### src/rtl/xgriscv_mdu_pkg.sv
// Shared encodings for the multiply/divide unit: op codes, FSM states, operand signedness.
package xgriscv_mdu_pkg;

  typedef logic [2:0] mdu_op_t;

  localparam mdu_op_t MDU_MUL    = 3'd0;
  localparam mdu_op_t MDU_MULH   = 3'd1;
  localparam mdu_op_t MDU_MULHSU = 3'd2;
  localparam mdu_op_t MDU_MULHU  = 3'd3;
  localparam mdu_op_t MDU_DIV    = 3'd4;
  localparam mdu_op_t MDU_DIVU   = 3'd5;
  localparam mdu_op_t MDU_REM    = 3'd6;
  localparam mdu_op_t MDU_REMU   = 3'd7;

  localparam logic [1:0] MDU_IDLE = 2'd0;
  localparam logic [1:0] MDU_CALC = 2'd1;
  localparam logic [1:0] MDU_FIX  = 2'd2;
  localparam logic [1:0] MDU_DONE = 2'd3;

  function automatic logic is_div_op(input mdu_op_t op);
    return op[2];
  endfunction

  function automatic logic a_is_signed(input mdu_op_t op);
    return (op == MDU_MUL) || (op == MDU_MULH) || (op == MDU_MULHSU) ||
           (op == MDU_DIV) || (op == MDU_REM);
  endfunction

  function automatic logic b_is_signed(input mdu_op_t op);
    return (op == MDU_MUL) || (op == MDU_MULH) || (op == MDU_DIV) || (op == MDU_REM);
  endfunction

endpackage

### src/rtl/xgriscv_mdu_if.sv
// Request/response handshake bundle between the execute stage (master) and the MDU (slave).
interface xgriscv_mdu_if #(
  parameter int XLEN  = 32,
  parameter int TAG_W = 5
) ();
  logic             flush;
  logic             in_valid;
  logic             in_ready;
  logic [2:0]       op;
  logic [XLEN-1:0]  a;
  logic [XLEN-1:0]  b;
  logic [TAG_W-1:0] in_tag;
  logic             out_valid;
  logic             out_ready;
  logic [XLEN-1:0]  result;
  logic [TAG_W-1:0] out_tag;
  logic             busy;

  modport master (
    output flush, in_valid, op, a, b, in_tag, out_ready,
    input  in_ready, out_valid, result, out_tag, busy
  );

  modport slave (
    input  flush, in_valid, op, a, b, in_tag, out_ready,
    output in_ready, out_valid, result, out_tag, busy
  );
endinterface

### src/rtl/xgriscv_mdu_divstep.sv
// One restoring-division step: shift the next dividend bit into the partial remainder,
// subtract the divisor when it fits, and shift the resulting quotient bit in.
module xgriscv_mdu_divstep #(
  parameter int XLEN = 32
) (
  input  logic [XLEN:0]   rem_in,
  input  logic [XLEN-2:0] quo_in,
  input  logic            dvd_bit,
  input  logic [XLEN-1:0] divisor,
  output logic [XLEN:0]   rem_out,
  output logic [XLEN-1:0] quo_out
);
  logic [XLEN+1:0] shifted;
  logic            fits;

  assign shifted = {rem_in, dvd_bit};
  assign fits    = shifted >= {2'b00, divisor};
  assign rem_out = fits ? (XLEN+1)'(shifted - {2'b00, divisor}) : shifted[XLEN:0];
  assign quo_out = {quo_in, fits};
endmodule

### src/rtl/xgriscv_mdu.sv
// Multi-cycle RV32M/RV64M multiply/divide unit, one bit per cycle, tagged valid/ready result.
// Optional MDU_FAST_MUL_EN: multiplies use a single-cycle combinational multiplier in CALC.
module xgriscv_mdu
  import xgriscv_mdu_pkg::*;
#(
  parameter int XLEN  = 32,
  parameter int TAG_W = 5
) (
  input logic          clk,
  input logic          reset,
  xgriscv_mdu_if.slave mdu
);
  localparam int CNT_W = $clog2(XLEN);

  logic [1:0]        state;
  logic [CNT_W-1:0]  counter;
  mdu_op_t           op_q;
  logic [TAG_W-1:0]  tag_q;
  logic [XLEN-1:0]   result_q;
  logic [XLEN-1:0]   opnd;
  logic [2*XLEN-1:0] acc;
  logic [XLEN:0]     rem;
  logic              a_neg_q, b_neg_q;

  logic              accept, a_neg, b_neg, b_zero, ovf;
  logic [XLEN-1:0]   abs_a, abs_b, special_res, step_quo, quo, rmd, fix_res;
  logic [XLEN:0]     add_sum, step_rem;
  logic [2*XLEN-1:0] prod, fast_lo;

  function automatic logic [XLEN-1:0] neg_x(input logic [XLEN-1:0] v);
    return ~v + XLEN'(1);
  endfunction

  function automatic logic [2*XLEN-1:0] neg_2x(input logic [2*XLEN-1:0] v);
    return ~v + (2*XLEN)'(1);
  endfunction

`ifdef MDU_FAST_MUL_EN
  localparam bit FAST_MUL = 1'b1;
  logic signed [2*XLEN-1:0] fast_a, fast_b;
  // Operands kept raw; the latched sign bits act as the extension bit of an XLEN+1 multiplier.
  assign fast_a  = signed'({{XLEN{a_neg_q}}, opnd});
  assign fast_b  = signed'({{XLEN{b_neg_q}}, acc[XLEN-1:0]});
  assign fast_lo = fast_a * fast_b;
`else
  localparam bit FAST_MUL = 1'b0;
  assign fast_lo = '0;
`endif

  assign mdu.in_ready  = (state == MDU_IDLE) & ~mdu.flush;
  assign mdu.busy      = (state != MDU_IDLE);
  assign mdu.out_valid = (state == MDU_DONE);
  assign mdu.result    = result_q;
  assign mdu.out_tag   = tag_q;

  // Request decode: magnitudes and divide corner cases
  assign accept      = mdu.in_valid & mdu.in_ready;
  assign a_neg       = a_is_signed(mdu.op) & mdu.a[XLEN-1];
  assign b_neg       = b_is_signed(mdu.op) & mdu.b[XLEN-1];
  assign abs_a       = a_neg ? neg_x(mdu.a) : mdu.a;
  assign abs_b       = b_neg ? neg_x(mdu.b) : mdu.b;
  assign b_zero      = (mdu.b == '0);
  assign ovf         = ((mdu.op == MDU_DIV) || (mdu.op == MDU_REM)) &&
                       (mdu.a == {1'b1, {(XLEN-1){1'b0}}}) && (&mdu.b);
  assign special_res = b_zero ? (mdu.op[1] ? mdu.a : '1) : (mdu.op[1] ? '0 : mdu.a);

  // Iteration datapath
  assign add_sum = acc[0] ? ({1'b0, acc[2*XLEN-1:XLEN]} + {1'b0, opnd})
                          : {1'b0, acc[2*XLEN-1:XLEN]};

  xgriscv_mdu_divstep #(.XLEN(XLEN)) u_divstep (
    .rem_in  (rem),
    .quo_in  (acc[XLEN-2:0]),
    .dvd_bit (acc[XLEN-1]),
    .divisor (opnd),
    .rem_out (step_rem),
    .quo_out (step_quo)
  );

  // Sign fix and result select
  assign prod = (!FAST_MUL && (a_neg_q ^ b_neg_q)) ? neg_2x(acc) : acc;
  assign quo  = (a_neg_q ^ b_neg_q) ? neg_x(acc[XLEN-1:0]) : acc[XLEN-1:0];
  assign rmd  = a_neg_q ? neg_x(rem[XLEN-1:0]) : rem[XLEN-1:0];

  always_comb begin
    fix_res = rmd;
    case (op_q)
      MDU_MUL:                         fix_res = prod[XLEN-1:0];
      MDU_MULH, MDU_MULHSU, MDU_MULHU: fix_res = prod[2*XLEN-1:XLEN];
      MDU_DIV, MDU_DIVU:               fix_res = quo;
      default:                         fix_res = rmd;
    endcase
  end

  always_ff @(posedge clk) begin
    if (!reset) begin
      state    <= MDU_IDLE;
      counter  <= '0;
      result_q <= '0;
      tag_q    <= '0;
    end else if (mdu.flush) begin
      state <= MDU_IDLE;
    end else begin
      case (state)
        MDU_IDLE: if (accept) begin
          tag_q   <= mdu.in_tag;
          counter <= CNT_W'(XLEN-1);
          if (is_div_op(mdu.op) && (b_zero || ovf)) begin
            result_q <= special_res;
            state    <= MDU_DONE;
          end else begin
            state <= MDU_CALC;
          end
        end
        MDU_CALC: begin
          if ((FAST_MUL && !is_div_op(op_q)) || (counter == '0)) state <= MDU_FIX;
          else counter <= counter - CNT_W'(1);
        end
        MDU_FIX: begin
          result_q <= fix_res;
          state    <= MDU_DONE;
        end
        default: if (mdu.out_ready) state <= MDU_IDLE;
      endcase
    end
  end

  always_ff @(posedge clk) begin
    if (accept) begin
      op_q    <= mdu.op;
      a_neg_q <= a_neg;
      b_neg_q <= b_neg;
      rem     <= '0;
      if (is_div_op(mdu.op)) begin
        acc  <= {{XLEN{1'b0}}, abs_a};
        opnd <= abs_b;
      end else if (FAST_MUL) begin
        acc  <= {{XLEN{1'b0}}, mdu.b};
        opnd <= mdu.a;
      end else begin
        acc  <= {{XLEN{1'b0}}, abs_b};
        opnd <= abs_a;
      end
    end else if (state == MDU_CALC) begin
      if (is_div_op(op_q)) begin
        rem             <= step_rem;
        acc[XLEN-1:0]   <= step_quo;
      end else if (FAST_MUL) begin
        acc <= fast_lo;
      end else begin
        acc <= {add_sum, acc[XLEN-1:1]};
      end
    end
  end

endmodule

### src/flat_wrapper.sv
// flat-port wrapper written by rule: the top's interface ports become plain ports
module xgriscv_mdu_flat import xgriscv_mdu_pkg::*;
#(
  parameter int XLEN  = 32,
  parameter int TAG_W = 5
)
  (clk, reset, mdu_flush, mdu_in_valid, mdu_op, mdu_a, mdu_b, mdu_in_tag, mdu_out_ready, mdu_in_ready, mdu_out_valid, mdu_result, mdu_out_tag, mdu_busy);
  xgriscv_mdu_if #(.XLEN(XLEN), .TAG_W(TAG_W)) mdu_i ();
  input logic clk;
  input logic reset;
  input wire logic [$bits(mdu_i.flush)-1:0] mdu_flush;
  input wire logic [$bits(mdu_i.in_valid)-1:0] mdu_in_valid;
  input wire logic [$bits(mdu_i.op)-1:0] mdu_op;
  input wire logic [$bits(mdu_i.a)-1:0] mdu_a;
  input wire logic [$bits(mdu_i.b)-1:0] mdu_b;
  input wire logic [$bits(mdu_i.in_tag)-1:0] mdu_in_tag;
  input wire logic [$bits(mdu_i.out_ready)-1:0] mdu_out_ready;
  output wire logic [$bits(mdu_i.in_ready)-1:0] mdu_in_ready;
  output wire logic [$bits(mdu_i.out_valid)-1:0] mdu_out_valid;
  output wire logic [$bits(mdu_i.result)-1:0] mdu_result;
  output wire logic [$bits(mdu_i.out_tag)-1:0] mdu_out_tag;
  output wire logic [$bits(mdu_i.busy)-1:0] mdu_busy;
  assign mdu_i.flush = mdu_flush;
  assign mdu_i.in_valid = mdu_in_valid;
  assign mdu_i.op = mdu_op;
  assign mdu_i.a = mdu_a;
  assign mdu_i.b = mdu_b;
  assign mdu_i.in_tag = mdu_in_tag;
  assign mdu_i.out_ready = mdu_out_ready;
  assign mdu_in_ready = mdu_i.in_ready;
  assign mdu_out_valid = mdu_i.out_valid;
  assign mdu_result = mdu_i.result;
  assign mdu_out_tag = mdu_i.out_tag;
  assign mdu_busy = mdu_i.busy;
  xgriscv_mdu #(.XLEN(XLEN), .TAG_W(TAG_W)) u_core (.clk(clk), .reset(reset), .mdu(mdu_i));
endmodule
### config.mk
export PLATFORM = sky130hd
export DESIGN_NAME = xgriscv_mdu_flat
export DESIGN_NICKNAME = d
export VERILOG_FILES = /design/src/rtl/xgriscv_mdu_pkg.sv /design/src/rtl/xgriscv_mdu_if.sv /design/src/rtl/xgriscv_mdu_divstep.sv /design/src/rtl/xgriscv_mdu.sv /design/src/flat_wrapper.sv
export SDC_FILE = /design/constraint.sdc
export NUM_CORES = 1
export LEC_CHECK = 0
export CAP_MARGIN = 20
export CORE_AREA = 2 2 194 196
export DETAILED_ROUTE_END_ITERATION = 7
export DIE_AREA = 0 0 196 198
export GPL_TIMING_DRIVEN = 0
export RECOVER_POWER = 50
export SYNTH_ARGS = -nofsm -noshare
export SYNTH_HDL_FRONTEND = slang
export SYNTH_HIERARCHICAL = 1
export SYNTH_SLANG_ARGS = --single-unit
### constraint.sdc
create_clock -name clk -period 4.3 [get_ports clk]
set_clock_uncertainty 0.2 [all_clocks]
set_input_delay 0.43 -clock clk [delete_from_list [all_inputs] [get_ports clk]]
set_output_delay 0.43 -clock clk [all_outputs]
set_load 0.02 [all_outputs]
## Word-level counts from Yosys, hierarchy flattened

Cells that the tools add are included.

- $add $sub $neg: 8
- Order comparisons: 1
- Equality and inequality tests: 18
- Multiplexer cells: 28
- Bitwise operators: 12
- Reductions and logical operators: 31

Operators by type and width:

| operator | number |
|---|---|
| 32-bit two-way mux | 13 |
| 64-bit two-way mux | 3 |
| 32-bit by 1-bit adder with 32-bit output, second input constant | 4 |
| 32-bit inverter | 4 |
| 32-bit case mux with 3 select lines | 1 |
| 33-bit two-way mux | 2 |
| 64-bit by 1-bit adder with 64-bit output, second input constant | 1 |
| 64-bit inverter | 1 |
| 32-bit case mux with 2 select lines | 1 |
| 34-bit by 32-bit greater-or-equal comparator with 1-bit output | 1 |
| 32-bit by 32-bit adder with 33-bit output | 1 |
| 33-bit by 32-bit subtractor with 33-bit output | 1 |
| 32-bit equality test, second input constant | 1 |
| 32-bit zero test | 1 |
| 32-bit AND reduction | 1 |
| 3-bit equality test, second input constant | 4 |
| 5-bit two-way mux | 2 |
| 5-bit case mux with 2 select lines | 1 |
| 3-bit by 2-bit equality test with 1-bit output, second input constant | 3 |
| 1-bit logical OR | 8 |
| 2-bit two-way mux | 4 |
| 4-bit AND reduction | 2 |
| 2-bit nonzero test | 4 |
| 3-bit by 1-bit equality test with 1-bit output, second input constant | 2 |
| other kinds (18) | 32 |

- Flip-flop bits (word level): 178
- Bits of input ports: 77
- Logic and storage cells: 109

## Depth between registers and ports, before layout

Gate-level depths: netlist of the first run.

- Word-level depth: 9
- Depth in mapped cells: 16
- Gate-level depth less buffers: 15

## Modules after synthesis

The synthesis of the first run kept the hierarchy.

Modules (own cells, without submodules):

| module | times used | cells an instance | area each (um2) |
|---|---|---|---|
| xgriscv_mdu | 1 | 1685 | 13915.8 |
| xgriscv_mdu_divstep | 1 | 378 | 2431.1 |

## Worst setup path after synthesis of the first run

No wires, ideal clock.

- Path kind: reg-to-reg
- Start: register u_core.op_q[2]
- End: register u_core.acc[32] (enable)
- Arrival: 3.291 ns
- Slack: 0.344 ns
- Stages on the path, launching flop included: 4
- Path buffers: 2
- Path through: edfxtp_1 clkbuf_1 buf_1 o21ai_0

- Longest elaborated chain between the ends: 2

RTL lines:

| what | line | RTL |
|---|---|---|
| start, declared | xgriscv_mdu.sv:17 | `mdu_op_t op_q;` |
| start signal, assigned | xgriscv_mdu.sv:130 | `op_q <= mdu.op;` |
| 2-bit inequality test (no source line) | - |  |
| 2-bit AND reduction (no source line) | - |  |
| end signal, assigned | xgriscv_mdu.sv:135 | `acc <= {{XLEN{1'b0}}, abs_a};` |
| end signal, assigned | xgriscv_mdu.sv:138 | `acc <= {{XLEN{1'b0}}, mdu.b};` |
| end signal, assigned | xgriscv_mdu.sv:141 | `acc <= {{XLEN{1'b0}}, abs_b};` |
| end, declared | xgriscv_mdu.sv:21 | `logic [2*XLEN-1:0] acc;` |

Every way passes these cells.
A chain may end at the register's enable or synchronous reset.

## Worst setup path after layout of the first run

- Start: input mdu_a[4]
- End: register u_core.result_q[11], in the netlist u_core/mdu.result[11]

- Longest elaborated chain between the ends: 7

RTL lines:

| what | line | RTL |
|---|---|---|
| start, declared | flat_wrapper.sv:14 | `input wire logic [$bits(mdu_i.a)-1:0] mdu_a;` |
| 32-bit equality test | xgriscv_mdu.sv:64 | `(mdu.a == {1'b1, {(XLEN-1){1'b0}}}) && (&mdu.b);` |
| 1-bit logical AND | xgriscv_mdu.sv:63 | `assign ovf = ((mdu.op == MDU_DIV) \|\| (mdu.op == MDU_REM)) &&` |
| 1-bit logical AND | xgriscv_mdu.sv:64 |  |
| 1-bit logical OR | xgriscv_mdu.sv:108 | `if (is_div_op(mdu.op) && (b_zero \|\| ovf)) begin` |
| 1-bit logical AND | xgriscv_mdu.sv:108 |  |
| 2-bit inequality test (no source line) | - |  |
| 4-bit AND reduction (no source line) | - |  |
| end signal, assigned | xgriscv_mdu.sv:109 | `result_q <= special_res;` |
| end signal, assigned | xgriscv_mdu.sv:120 | `result_q <= fix_res;` |
| end, declared | xgriscv_mdu.sv:19 | `logic [XLEN-1:0] result_q;` |

Every way passes these cells.

==> results of run 1 <==
[layout make-up]
class                           instances  share of cell area [%]
Multi-Input combinational cell       1658                    57.4
Sequential cell                       178                    24.3
Timing Repair Buffer                  117                    6.47
Buffer                                135                    3.46
Tap cell                              474                    3.16
Clock buffer                           17                    2.26
Inverter                               92                    1.84
Clock inverter                         15                    1.07
Antenna cell                            1                  0.0133
[stage by stage]
stage          cell area [µm²]  total power [mW]  std cells
2_1_floorplan            16300              3.11       2063
3_3_place_gp             18100              3.65       2651
3_5_place_dp             18200              3.68       2654
4_1_cts                  18800              5.36       2686
5_1_grt                  18800              5.60       2686
6_report                 18800              5.38       2687
[state kept, by name (all words and copies together), names as in the netlist, 2 cells and up]
signal              count
u_core/acc             64
u_core/rem             33
u_core/mdu.result      32
u_core/opnd            32
u_core/counter          5
u_core/mdu.out_tag      5
u_core/op_q             3
u_core/state            2
[routing by layer]
metal  vias up  track usage, %  wire length [µm]
met5         -               0                13
met4         2            16.4              3170
met3       138            4.51              4060
met2       674            58.0             31400
met1      7992            42.3             27900
li1       7721               -                 -
[cells in the final DEF (no fill, tap or decap), types with 12 or more instances in the layout]
cell type	instances
nand4_1	25
mux2i_1	91
maj3_1	24
dlygate4sd3_1	45
and3_1	12
nor4_1	19
o21ai_0	101
o41ai_1	13
buf_4	34
o31ai_1	27
a21o_1	24
nand2_1	233
xor2_1	93
clkdlybuf4s50_1	69
a31oi_1	27
clkbuf_16	17
nor2_1	210
nand3_1	39
or3_1	19
nor3_1	42
o21ai_1	13
o211ai_1	19
nand2b_1	16
a211oi_1	13
dfxtp_1	77
o221ai_1	13
a21oi_1	224
inv_1	91
and2_1	15
xnor2_1	101
clkbuf_1	78
ha_1	76
edfxtp_1	101
[how the worst max path moves through the flow]
stage,start,to,slack [ps],cells past startpoint
CTS,u_core/acc[0],u_core/mdu.result[4],40,11
floorplan,u_core/op_q[2],u_core/acc[32],340,3
global placement,u_core/op_q[2],u_core/acc[34],-1510,3
global route,u_core/acc[18],u_core/mdu.result[15],20,9
finish,mdu_a[4],u_core/mdu.result[11],130,12
detailed placement,mdu_b[8],u_core/mdu.result[1],-130,10
[kinds of logic after synthesis]
| family | count (synthesis) | synth area share (%) |
|---|---|---|
| flip-flops | 178 | 28.0 |
| adder cells (fa/ha/maj) | 102 | 7.53 |
| multiplexers | 93 | 5.71 |
| XOR/XNOR | 194 | 10.4 |
| AO/OA/AOI/OAI | 587 | 22.8 |
| buffers and inverters | 227 | 6.08 |
| AND/OR/NAND/NOR | 682 | 19.5 |
[critical path, delay by kind of cell]
| kind | cells | cell delay [ps] |
|---|---|---|
| compound gates | 3 | 840 |
| buf+inv | 3 | 980 |
| simple gates | 6 | 2030 |
[power groups by stage]
stage,Sequential [mW],Combinational (mW),Clock (mW)
final,2.10,1.59,1.69
after global routing,2.11,1.72,1.77
after CTS,2.09,1.56,1.71
after detailed placement,2.13,1.54,0
after global placement,2.14,1.51,0
after floorplan,2.07,1.04,0
[what timing repair did]
action | in CTS | in global routing
setup buffers | 0 | 0
gates resized for setup | 1 | 6
setup endpoints to repair | 2 | 12
==> results.py, run 1 <==
metrics = {
    "status": {
        "status": "completed",
    },
    "final_layout": {
        "fill_cells": 3587,
        "drive_gt1_share_pct": 5.11,
        "nets": 2354,
        "utilization_pct": 50.8,
        "regArea_um2": 4570,
        "multiInputGateArea_um2": 10800,
        "area_growth_syn_to_layout_pct": 14.9,
    },
    "worst_setup_path": {
        "cp_max_fo": 10,
        "r2r-start": "u_core/acc[18]",
        "cp_slowest_stage_delay_ps": 600,
        "cp_data_arrival_time_ps": 4320,
        "path_class": "primary input to register",
        "crit_chain": "clkdlybuf4s50_1 > or4_1 > nor3_1 > nor4b_2 > nand4_1 > o22ai_1 > a21oi_1 > and2_1 > clkbuf_1 > buf_2 > nand2_1 > o21ai_0",
        "cp-end-kind": "register",
        "required_ps": 4440,
        "cp_slowest_cell": "or4_1",
        "startpoint_type": "primary input",
        "r2r_slack_ps": 170,
        "worstRegToRegCells": 9,
        "rr_endpoint": "u_core/mdu.result[15]",
    },
    "synthesis": {
        "syn_avg_cell_area_um2": 7.92,
        "yosys_warnings": 6,
        "netlist_top_cells_area": "edfxtp_1 (19%), dfxtp_1 (9.4%), a21oi_1 (6.9%)",
        "synth.most_common_cell": "nand2_1",
        "synth_edf_count": 101,
        "syn-num-nets": 2218,
        "ys_ff_latch": 178,
        "synthArstFlopShare_pct": 0,
        "netlist.area_leader.share_pct": 18.6,
        "synthTopCellsByCount": "nand2_1 (233), a21oi_1 (224), nor2_1 (210), o21ai_0 (103)",
        "syn_inst": 2063,
        "synthesis.area_um2": 16300,
        "ys.flop_type": "edfxtp_1",
        "synth.distinct_cells": 90,
        "ys_seq_area_share_pct": 28.0,
        "synth_top_cell_by_area": "edfxtp_1",
    },
    "floorplan": {
        "fp.dieH_um": 198,
        "ioPinCount": 117,
        "initial_utilization_pct": 44.2,
        "rows": 71,
        "dieArea_um2": 38800,
        "core-area_um2": 37000,
        "die_width_um": 196,
    },
    "pwr": {
        "comb_power_share_pct": 29.5,
        "power_density_nw_per_um2": 286,
        "p_sw_share_pct": 37.2,
        "pwr-share-clk_pct": 31.4,
        "ir_drop_mv": 0.258,
        "p_sw_mw": 2.00,
        "share_seq_of_total_power_pct": 39.1,
        "intPower_mw": 3.38,
        "power_leakage_nw": 7.32,
    },
    "placed_design": {
        "pre_cts_ws_ps": -126,
        "port_buffers": 114,
        "place_congestion": 1.01,
        "dp_hpwl_mm": 54.3,
    },
    "route": {
        "vias_per_cell": 6.15,
        "drc_errors": 0,
        "wl_per_cell_um": 24.8,
        "dr_total_vias": 16500,
        "drt-initial-drc-count": 1394,
        "antenna_left": 0,
        "wirelength_mm": 66.5,
        "drt_pass1_iterations": 6,
    },
    "clocking": {
        "cts_tree": "built",
        "cts_made_buffers": 17,
        "postCtsHoldBufs": 0,
        "clockRootBuffer": "clkbuf_16",
        "cts_sinks": 178,
        "clk_pin_slew_ps": 90,
        "htreeDepth": 4,
        "clock_path_buffers": 2,
        "clock_latency_ps": 470,
    },
    "job": {
        "cap_violations": 0,
    },
    "global_route": {
        "gr-total-overflow": 0,
        "grt_pass1_wl_mm": 98.0,
        "antenna_found_initial": 2,
        "grt_pass1_vias": 15800,
        "grt_start_max_net_pins": 33,
        "grtUsageTotal_pct": 33.9,
    },
    "sta": {
        "max_freq_mhz": 240,
        "finalCriticalPeriod_ps": 4170,
        "slew_headroom_pct": 3.22,
        "worst_slack_ps": 127,
        "setup_viol": 0,
        "fin_tns_setup_ps": 0,
        "tightest_slew_ps": 1440,
        "rsz0062_at_grt": "false",
        "final_hold_viol_count": 0,
        "slew_violations": 0,
        "hold-worst-slack_ps": 195,
        "period_share_pct": 97.1,
    },
    "worst_hold_path": {
        "min_from": "reset",
        "hp-class": "primary input to register",
        "min_path_cells": 2,
        "holdPathEnd": "u_core/mdu.result[4]",
    },
}
(Power assumes the default switching activity.)
==> run 2: changes to the inputs <==
--- a/config.mk
+++ b/config.mk
@@ -6,10 +6,11 @@
 export NUM_CORES = 1
 export LEC_CHECK = 0
 export CAP_MARGIN = 20
-export CORE_AREA = 2 2 194 196
+export CORE_AREA = 2 2 169 171
 export DETAILED_ROUTE_END_ITERATION = 7
-export DIE_AREA = 0 0 196 198
+export DIE_AREA = 0 0 171 173
 export GPL_TIMING_DRIVEN = 0
+export PLACE_DENSITY = 0.8
 export RECOVER_POWER = 50
 export SYNTH_ARGS = -nofsm -noshare
 export SYNTH_HDL_FRONTEND = slang
==> run 2 against run 1 <==
Compared with the run above: die area is 24% lower; hold slack better by 7.4 ps; power is 1.9% lower; sequential share of layout area is 0.25 points higher; via count is 2.8% higher; critical path depth is 2 lower; global-route usage is 8.5 points higher.
==> results.py, run 2 (synthesis gave the netlist of run 1 again) <==
metrics = {
    "pwr": {
        "p_sw_mw": 1.93,
        "power_leakage_nw": 7.29,
        "power_density_nw_per_um2": 284,
        "pwr-share-clk_pct": 29.8,
        "ir_drop_mv": 0.230,
        "intPower_mw": 3.34,
        "share_seq_of_total_power_pct": 39.8,
        "comb_power_share_pct": 30.4,
        "p_sw_share_pct": 36.6,
    },
    "worst_setup_path": {
        "path_class": "register to register",
        "cp_max_fo": 10,
        "cp-end-kind": "register",
        "required_ps": 4290,
        "cp_slowest_cell": "clkbuf_1",
        "r2r-start": "u_core/state[0]",
        "cp_common_cell": "inv_1",
        "rr_endpoint": "u_core/acc[44]",
        "worstRegToRegCells": 10,
        "cp_slowest_stage_delay_ps": 910,
        "crit_chain": "inv_1 > ha_1 > inv_1 > nor2_1 > nand2_1 > inv_1 > clkbuf_1 > clkbuf_1 > buf_1 > nor2_1",
        "startpoint_type": "register",
        "critical_path_depth": 10,
        "path_buf_inv": 6,
        "r2r_slack_ps": 60,
        "cp_data_arrival_time_ps": 4230,
        "path_delay_family": "buffers and inverters",
    },
    "worst_hold_path": {
        "holdPathEnd": "u_core/mdu.result[4]",
        "min_path_cells": 2,
        "hp-class": "primary input to register",
        "min_from": "reset",
    },
    "global_route": {
        "antenna_found_initial": 2,
        "grt_start_max_net_pins": 37,
        "gr-total-overflow": 0,
        "grt_pass1_wl_mm": 94.7,
        "grtUsageTotal_pct": 42.4,
        "grt_pass1_vias": 16300,
    },
    "sta": {
        "hold-worst-slack_ps": 202,
        "tightest_slew_ps": 1180,
        "setup_viol": 0,
        "max_freq_mhz": 236,
        "rsz0062_at_grt": "false",
        "final_hold_viol_count": 0,
        "slew_headroom_pct": 20.8,
        "period_share_pct": 98.7,
        "finalCriticalPeriod_ps": 4240,
        "slew_violations": 0,
    },
    "final_layout": {
        "multiInputGateArea_um2": 10800,
        "regArea_um2": 4570,
        "layout_commonest_cell": "nand2_1",
        "drive_gt1_share_pct": 5.11,
        "top_regs": "u_core/acc: 64 flops, u_core/rem: 33 flops",
        "largest_register": "u_core/acc",
        "final_cell_mix": "nand2_1 (233), a21oi_1 (224), nor2_1 (209)",
        "design_area_um2": 18600,
        "nets": 2354,
        "diodes": 0,
        "largest_reg_flops": 64,
        "fill_cells": 2388,
        "area_growth_syn_to_layout_pct": 13.8,
    },
    "job": {
        "cap_violations": 0,
    },
    "floorplan": {
        "fp.dieH_um": 173,
        "die_width_um": 171,
        "dieArea_um2": 29600,
        "ioPinCount": 117,
        "core-area_um2": 27600,
        "rows": 61,
        "initial_utilization_pct": 59.2,
    },
    "clocking": {
        "cts_sinks": 178,
        "htreeDepth": 4,
        "postCtsHoldBufs": 0,
        "cts_made_buffers": 17,
        "clock_path_buffers": 2,
        "clk_pin_slew_ps": 80,
        "cts_tree": "built",
        "cts_resized": 0,
        "clockRootBuffer": "clkbuf_16",
        "postCtsSetupBuffers": 0,
        "clock_latency_ps": 460,
    },
    "placed_design": {
        "place_congestion": 1.08,
        "port_buffers": 114,
        "post_dp_cell_area_um2": 18000,
        "dp_hpwl_mm": 51.4,
    },
    "route": {
        "vias_per_cell": 6.56,
        "drc_errors": 0,
        "wl_per_cell_um": 24.6,
        "drt-initial-drc-count": 2108,
        "wirelength_mm": 63.6,
        "dr_total_vias": 17000,
        "antenna_left": 0,
        "drt_pass1_iterations": 8,
    },
    "status": {
        "status": "completed",
    },
}
[run 2: worst max path at each step]
| stage | start | endpoint | slack, ps |
|---|---|---|---|
| CTS | u_core/opnd[0] | u_core/acc[57] | 70 |
| detailed placement | mdu_b[9] | u_core/mdu.result[1] | -80 |
| floorplan | u_core/op_q[2] | u_core/acc[32] | 340 |
| global placement | u_core/op_q[2] | u_core/acc[36] | -1110 |
| finish | u_core/state[0] | u_core/acc[44] | 60 |
| global route | u_core/opnd[0] | u_core/acc[61] | 40 |
[run 2: per-layer routing]
metal  vias up  wire length, µm  share of wire (%)  track usage (%)
li1       7739                -                  -                -
met3       240             5920                9.3             6.94
met4         2             4730                7.4             28.2
met1      7985            24200                 38             52.3
met5         -               13              0.020                0
met2      1018            28800                 45             68.1
[run 2: power groups by stage]
stage | Combinational, mW | Sequential [mW] | Clock, mW
floorplan | 1.04 | 2.07 | 0
global placement | 1.48 | 2.13 | 0
finish | 1.60 | 2.10 | 1.57
detailed placement | 1.54 | 2.13 | 0
global route | 1.71 | 2.11 | 1.64
CTS | 1.56 | 2.09 | 1.57
[run 2: area by class of cell]
cell class | count | area share, %
Buffer | 135 | 3.49
Clock buffer | 17 | 2.29
Clock inverter | 15 | 0.834
Inverter | 92 | 1.86
Multi-Input combinational cell | 1658 | 58.0
Sequential cell | 178 | 24.6
Tap cell | 378 | 2.54
Timing Repair Buffer | 117 | 6.42
[run 2: through the flow]
stage	setup TNS, ps	worst slack, ps	power (mW)	instances	util [%]
2_1_floorplan	0	344	3.11	2063	-
3_3_place_gp	-59880	-1110	3.60	2555	65.0
3_5_place_dp	-478	-80.2	3.66	2558	65.3
4_1_cts	0	66.4	5.21	2590	67.4
5_1_grt	0	36.4	5.46	2590	67.3
6_report	0	55.4	5.27	2590	67.3
